`config.mk`:
```
export PLATFORM = sky130hd
export DESIGN_NAME = pwm_button_ctrl
export DESIGN_NICKNAME = d
export VERILOG_FILES = /design/src/rtl/pwm_button_ctrl.sv
export SDC_FILE = /design/constraint.sdc
export NUM_CORES = 1
export LEC_CHECK = 0
export ABC_AREA = 1
export BUFFER_PORTS_ARGS = -buffer_cell sky130_fd_sc_hd__buf_2
export CAP_MARGIN = 20
export CELL_PAD_IN_SITES_DETAIL_PLACEMENT = 1
export CELL_PAD_IN_SITES_GLOBAL_PLACEMENT = 2
export CORE_MARGIN = 3
export CORE_UTILIZATION = 31
export DETAILED_ROUTE_END_ITERATION = 8
export PLACE_DENSITY = 0.77
export SYNTH_ARGS = -nofsm -noshare
export SYNTH_HDL_FRONTEND = slang
export SYNTH_SLANG_ARGS = --single-unit
export TNS_END_PERCENT = 50
```
`constraint.sdc`:
```
create_clock -name clk -period 1.35 [get_ports clk]
set_clock_uncertainty 0.05 [all_clocks]
set_input_delay 0.135 -clock clk [delete_from_list [all_inputs] [get_ports clk]]
set_output_delay 0.135 -clock clk [all_outputs]
set_load 0.03 [all_outputs]
```
`src/rtl/pwm_button_ctrl.sv`:
```
// pwm_button_ctrl
//   Input stage for the PWM duty-cycle generator. It synchronises and debounces
//   the raw increase and decrease push-buttons and issues single-cycle step
//   pulses. Pressing both buttons together issues no pulse.
//
//   Optional macro AUTO_REPEAT_EN: when it is defined, holding a button
//   auto-repeats its step pulse. The first repeat comes REPEAT_DELAY_TICKS
//   after the first pulse, and later repeats come every REPEAT_RATE_TICKS.
//   When it is undefined, each press gives exactly one pulse.
//
// Ports
//   clk        system clock, all logic on rising edge
//   rst        synchronous reset, active-high
//   btn_inc    raw asynchronous increase button, active-high
//   btn_dec    raw asynchronous decrease button, active-high
//   inc_pulse  one-clk step-up request
//   dec_pulse  one-clk step-down request
//   inc_level  debounced increase level
//   dec_level  debounced decrease level
module pwm_button_ctrl #(
    parameter int TICK_DIV           = 50000,
    parameter int DEBOUNCE_TICKS     = 8,
    parameter int REPEAT_DELAY_TICKS = 500,
    parameter int REPEAT_RATE_TICKS  = 100
) (
    input  logic clk,
    input  logic rst,
    input  logic btn_inc,
    input  logic btn_dec,
    output logic inc_pulse,
    output logic dec_pulse,
    output logic inc_level,
    output logic dec_level
);

    localparam int TW      = (TICK_DIV > 1) ? $clog2(TICK_DIV) : 1;
    localparam int DW      = $clog2(DEBOUNCE_TICKS + 1);
    localparam int REP_MAX = (REPEAT_DELAY_TICKS > REPEAT_RATE_TICKS) ?
                             REPEAT_DELAY_TICKS : REPEAT_RATE_TICKS;
    localparam int RW      = $clog2(REP_MAX + 1);

    if (TICK_DIV < 1 || DEBOUNCE_TICKS < 1 ||
        REPEAT_DELAY_TICKS < 1 || REPEAT_RATE_TICKS < 1) begin : g_param_chk
        $error("pwm_button_ctrl: all parameters must be >= 1");
    end

    typedef enum logic [2:0] {
        IDLE     = 3'd0,
        HOLD_INC = 3'd1,
        HOLD_DEC = 3'd2,
        REP_INC  = 3'd3,
        REP_DEC  = 3'd4,
        BOTH     = 3'd5
    } state_t;

    state_t state;

    // Index 0 is the increase button and index 1 is the decrease button.
    logic [1:0]         sync1, sync2, lvl;
    logic [1:0][DW-1:0] db_cnt;
    logic [TW-1:0]      tick_cnt;
    logic               tick;

    assign inc_level = lvl[0];
    assign dec_level = lvl[1];

    // Two-flop synchronisers
    always_ff @(posedge clk) begin
        if (rst) begin
            sync1 <= '0;
            sync2 <= '0;
        end else begin
            sync1 <= {btn_dec, btn_inc};
            sync2 <= sync1;
        end
    end

    // Debounce tick. When TICK_DIV is 1 the counter stays at 0, so tick is
    // high every cycle.
    assign tick = (tick_cnt == TW'(TICK_DIV - 1));

    always_ff @(posedge clk) begin
        if (rst)       tick_cnt <= '0;
        else if (tick) tick_cnt <= '0;
        else           tick_cnt <= tick_cnt + 1'b1;
    end

    // A changed level must persist for DEBOUNCE_TICKS consecutive ticks.
    // Any bounce back to the current level restarts the count.
    always_ff @(posedge clk) begin
        if (rst) begin
            lvl    <= '0;
            db_cnt <= '0;
        end else if (tick) begin
            for (int i = 0; i < 2; i++) begin
                if (sync2[i] == lvl[i]) begin
                    db_cnt[i] <= '0;
                end else if (db_cnt[i] == DW'(DEBOUNCE_TICKS - 1)) begin
                    lvl[i]    <= sync2[i];
                    db_cnt[i] <= '0;
                end else begin
                    db_cnt[i] <= db_cnt[i] + 1'b1;
                end
            end
        end
    end

`ifdef AUTO_REPEAT_EN
    logic [RW-1:0] rep_cnt;
    logic          hold_st, rep_st, rep_hit;

    // The counter runs only in HOLD and REP states and is held at 0 in IDLE
    // and BOTH. Every path into HOLD passes through IDLE, and HOLD to REP
    // wraps the counter at the pulse, so each new state starts from 0.
    assign hold_st = (state == HOLD_INC) || (state == HOLD_DEC);
    assign rep_st  = (state == REP_INC)  || (state == REP_DEC);
    assign rep_hit = tick && (hold_st ? (rep_cnt == RW'(REPEAT_DELAY_TICKS - 1))
                                      : (rep_cnt == RW'(REPEAT_RATE_TICKS - 1)));
`endif

    always_ff @(posedge clk) begin
        if (rst) begin
            state     <= IDLE;
            inc_pulse <= 1'b0;
            dec_pulse <= 1'b0;
`ifdef AUTO_REPEAT_EN
            rep_cnt   <= '0;
`endif
        end else begin
            inc_pulse <= 1'b0;
            dec_pulse <= 1'b0;
`ifdef AUTO_REPEAT_EN
            if (!(hold_st || rep_st)) rep_cnt <= '0;
            else if (rep_hit)         rep_cnt <= '0;
            else if (tick)            rep_cnt <= rep_cnt + 1'b1;
`endif
            case (state)
                IDLE: begin
                    if (inc_level && dec_level) begin
                        state <= BOTH;
                    end else if (inc_level) begin
                        inc_pulse <= 1'b1;
                        state     <= HOLD_INC;
                    end else if (dec_level) begin
                        dec_pulse <= 1'b1;
                        state     <= HOLD_DEC;
                    end
                end
`ifdef AUTO_REPEAT_EN
                HOLD_INC, REP_INC: begin
                    if (!inc_level)     state <= IDLE;
                    else if (dec_level) state <= BOTH;
                    else if (rep_hit) begin
                        inc_pulse <= 1'b1;
                        state     <= REP_INC;
                    end
                end
                HOLD_DEC, REP_DEC: begin
                    if (!dec_level)     state <= IDLE;
                    else if (inc_level) state <= BOTH;
                    else if (rep_hit) begin
                        dec_pulse <= 1'b1;
                        state     <= REP_DEC;
                    end
                end
`else
                HOLD_INC: begin
                    if (!inc_level)     state <= IDLE;
                    else if (dec_level) state <= BOTH;
                end
                HOLD_DEC: begin
                    if (!dec_level)     state <= IDLE;
                    else if (inc_level) state <= BOTH;
                end
`endif
                // Stay here until both buttons are released, so that
                // releasing only one of them cannot issue a pulse.
                BOTH: begin
                    if (!inc_level && !dec_level) state <= IDLE;
                end
                default: state <= IDLE;
            endcase
        end
    end

endmodule

```
==> load_flow_metrics.sql <==
INSERT INTO impl_metrics (metric_group, metric, value, unit) VALUES
('floorplan', 'die-height', '80.77', 'um'),
('power_and_ir_drop', 'switching_share', '23.01', '%'),
('grt', 'total_overflow_reported_by_the_global_router', '0', ''),
('logic_synthesis', 'synthMuxAreaShare', '0', '%'),
('detailed_routing', 'drt_first_iter_violations', '41', ''),
('detailed_routing', 'drt-total-wl', '4233', 'um'),
('clock_tree', 'numCtsBuffers', '5', ''),
('run_status', 'status', 'finished, final reports clean', ''),
('setup_path', 'register_to_register_path_setup_slack', '20', 'ps'),
('grt', 'antenna_found_initial', '0', ''),
('grt', 'grt_pass1_vias', '1620', ''),
('timing', 'layout_worst_path_cycle_share', '98.20', '%'),
('logic_synthesis', 'synth_compound_gate_area_share', '5.704', '%'),
('detailed_routing', 'drt_first_pass_iters', '4', ''),
('final_layout', 'n_antenna_cell', '0', ''),
('final_layout', 'register_area', '708.2', 'um2'),
('clock_tree', 'clk_pin_slew', '70', 'ps'),
('setup_path', 'worstPathRequired', '1530', 'ps'),
('logic_synthesis', 'synth_area_leaders', 'sky130_fd_sc_hd__dfxtp_1 40%, sky130_fd_sc_hd__nand2_1 11%, sky130_fd_sc_hd__nor2_1 9.7%, sky130_fd_sc_hd__nand3_1 8.4%, sky130_fd_sc_hd__inv_1 6.1%', ''),
('logic_synthesis', 'ys_seq_elements', '35', ''),
('clock_tree', 'htree_levels', '2', ''),
('logic_synthesis', 'postSynth.topFlopCell', 'sky130_fd_sc_hd__dfxtp_1', ''),
('logic_synthesis', 'edff_count_synth', '0', ''),
('final_layout', 'design_area', '0.002203', 'mm2'),
('floorplan', 'floorplan.io_pins', '8', ''),
('setup_path', 'timing.reg2reg.worst_path_depth', '8', ''),
('logic_synthesis', 'yosysMostFrequentCell', 'sky130_fd_sc_hd__nand2_1', ''),
('detailed_routing', 'drc_errors', '0', ''),
('min_path', 'min_delay_startpoint', 'rst', ''),
('clock_tree', 'clock_sinks', '35', ''),
('power_and_ir_drop', 'p_leak', '0.9029', 'nW'),
('grt', 'grt_start_max_net_pins', '16', ''),
('setup_path', 'cpMostUsedCell', 'sky130_fd_sc_hd__nor2_4', ''),
('timing', 'timing.final.setup_violations', '0', ''),
('power_and_ir_drop', 'power_frac_clock', '39.7', '%'),
('detailed_routing', 'dr_total_vias', '1641', ''),
('logic_synthesis', 'fraction_of_the_yosys_area_taken_by_sequential_cells', '40.43', '%'),
('logic_synthesis', 'synthesized_area', '0.001733', 'mm2'),
('power_and_ir_drop', 'sequentialPowerShare', '54.8', '%'),
('timing', 'tightest_slew', '353.6', 'ps'),
('placement', 'portBuffers', '7', ''),
('logic_synthesis', 'ys_top_cells_by_count', '51 x sky130_fd_sc_hd__nand2_1, 45 x sky130_fd_sc_hd__nor2_1, 35 x sky130_fd_sc_hd__dfxtp_1', ''),
('min_path', 'hold-path-cell-count', '3', ''),
('placement', 'postPlaceCellArea', '0.001988', 'mm2'),
('power_and_ir_drop', 'p_comb_share', '5.6', '%'),
('final_layout', 'finalNetCount', '290', ''),
('floorplan', 'floorplan.die.width', '80.77', 'um'),
('final_layout', 'areaGrowthSynthToFinish', '27.15', '%'),
('clock_tree', 'clockBufferDepth', '2', ''),
('timing', 'max_freq', '0.7543', 'GHz'),
('min_path', 'worst_hold_endpoint', 'sync2[0]', ''),
('clock_tree', 'cts_tree', 'yes', ''),
('logic_synthesis', 'mean_instance_size_in_the_synthesized_netlist', '6.932', 'um2'),
('setup_path', 'timing_worst_setup_path_type', 'reg -> reg', ''),
('logic_synthesis', 'synthCells', '250', ''),
('grt', 'grtUsageTotal', '14.73', '%'),
('logic_synthesis', 'synth_adder_area_share', '2.166', '%'),
('logic_synthesis', 'yosys.cell_types.count', '23', ''),
('setup_path', 'critical_path.startpoint_type', 'flip-flop', ''),
('logic_synthesis', 'synth_async_sr_flop_share', '0', '%'),
('timing', 'slew-limit-headroom', '76.28', '%'),
('final_layout', 'post_route_cells_drive_above_1_share', '24.03', '%'),
('setup_path', 'cp_num_buf_inv', '1', ''),
('logic_synthesis', 'post_synth_top_area_cell', 'sky130_fd_sc_hd__dfxtp_1', ''),
('power_and_ir_drop', 'power.switching', '0.4483', 'mW'),
('setup_path', 'cpLargestDelayFamily', 'simple AND/OR/NAND/NOR gates', ''),
('logic_synthesis', 'largest_family_of_logic_cells_by_synthesized_area', 'simple AND/OR/NAND/NOR gates', ''),
('setup_path', 'critical_path.reg2reg.endpoint', 'db_cnt[1]', ''),
('power_and_ir_drop', 'power.internal', '1.500', 'mW'),
('placement', 'hpwlAfterDp', '3133', 'um'),
('floorplan', 'core_footprint', '0.005270', 'mm2');
-- worst max path at each step --
stage	cells past startpoint	slack, ps	to
2_1_floorplan	7	8	state[0]
3_3_place_gp	8	-40	db_cnt[1]
3_5_place_dp	7	-60	db_cnt[7]
4_1_cts	9	4	db_cnt[1]
5_1_grt	6	-60	tick_cnt[10]
6_report	8	20	db_cnt[1]
-- stage by stage --
step | utilization (%) | instances | setup WS [ps] | hold WS, ps | power (mW)
2_1_floorplan | - | 250 | 7.748 | 192.0 | 1.142
3_3_place_gp | 37.73 | 342 | -36.03 | 288.2 | 1.179
3_5_place_dp | 37.73 | 342 | -55.16 | 303.9 | 1.180
4_1_cts | 40.29 | 351 | 4.367 | 131.8 | 1.986
5_1_grt | 41.81 | 353 | -60.46 | 124.5 | 2.072
6_report | 41.81 | 353 | 24.24 | 136.8 | 1.948
-- worst reg2reg max path, cell delays in order (launching register included) --
cell                      delay, ps
sky130_fd_sc_hd__dfxtp_2        360
sky130_fd_sc_hd__ha_4           160
sky130_fd_sc_hd__nand3_4        110
sky130_fd_sc_hd__nor2_4         170
sky130_fd_sc_hd__nand2_4         80
sky130_fd_sc_hd__buf_8          150
sky130_fd_sc_hd__nor2_4          90
sky130_fd_sc_hd__nand3_2         60
sky130_fd_sc_hd__nand2_1         50
-- cell type report --
| type | count | area share, % |
|---|---|---|
| clock buffer | 6 | 3.748 |
| multi-input combinational | 179 | 43.55 |
| inverter | 30 | 5.111 |
| timing repair buffer | 32 | 11.24 |
| tap | 70 | 3.975 |
| sequential | 35 | 32.14 |
| clock inverter | 1 | 0.2271 |
-- layer usage --
layer / global-route usage (%) / part of all wire [%] / vias up / wire length, um
li1: - / - / 864 / -
met1: 18.37 / 50 / 758 / 2135
met2: 23.92 / 45 / 11 / 1906
met4: 6.419 / 2.0 / 0 / 84
met3: 3.880 / 2.5 / 8 / 107
met5: 0 / 0 / - / 0
-- power groups by stage --
stage / clock (mW) / combinational (mW) / sequential (mW)
6_report: 0.773 / 0.109 / 1.07
5_1_grt: 0.879 / 0.125 / 1.07
4_1_cts: 0.817 / 0.104 / 1.07
3_5_place_dp: 0 / 0.0947 / 1.09
3_3_place_gp: 0 / 0.0938 / 1.09
2_1_floorplan: 0 / 0.0597 / 1.08
-- kinds of logic after synthesis --
kind of cell,count (synthesis)
buffers and inverters,36
XOR/XNOR,8
AO/OA/AOI/OAI,18
AND/OR/NAND/NOR,150
flip-flops,35
adder cells (fa/ha/maj),3
-- sequential cells by signal, summed over array words and instances (netlist names) --
register   cells
sync2          2
sync1          2
db_cnt         8
inc_pulse      1
lvl            2
tick_cnt      16
dec_pulse      1
state          3
-- layout by cell type (no fill, tap or decap), types with 2 or more instances in the layout --
master | Yosys | routed
sky130_fd_sc_hd__nand2_1 | 51 | 49
sky130_fd_sc_hd__nor2_1 | 45 | 36
sky130_fd_sc_hd__dfxtp_1 | 35 | 29
sky130_fd_sc_hd__inv_1 | 28 | 28
sky130_fd_sc_hd__nand3_1 | 29 | 26
sky130_fd_sc_hd__buf_4 | 0 | 21
sky130_fd_sc_hd__a21oi_1 | 10 | 10
sky130_fd_sc_hd__nand4_1 | 8 | 8
sky130_fd_sc_hd__nor2_2 | 0 | 7
sky130_fd_sc_hd__buf_2 | 4 | 7
sky130_fd_sc_hd__nor3_1 | 7 | 6
sky130_fd_sc_hd__xor2_1 | 6 | 6
sky130_fd_sc_hd__clkbuf_8 | 0 | 6
sky130_fd_sc_hd__dfxtp_2 | 0 | 6
sky130_fd_sc_hd__nor2_4 | 3 | 5
sky130_fd_sc_hd__nand2_2 | 4 | 5
sky130_fd_sc_hd__o21ai_0 | 5 | 4
sky130_fd_sc_hd__xnor2_1 | 2 | 2
sky130_fd_sc_hd__nand3_2 | 0 | 2
sky130_fd_sc_hd__nor3b_1 | 2 | 2
sky130_fd_sc_hd__ha_1 | 3 | 2
sky130_fd_sc_hd__dlygate4sd3_1 | 0 | 2
-- repair_timing --
item | 4_1_cts | 5_1_grt
endpoints found under the hold margin | 2 | 0
pin swaps | 2 | 5
hold buffers | 2 | 0
gates resized for setup | 8 | 21
buffers inserted | 0 | 2
setup endpoints to repair | 26 | 27
Power figures use the tool's default switching activity.
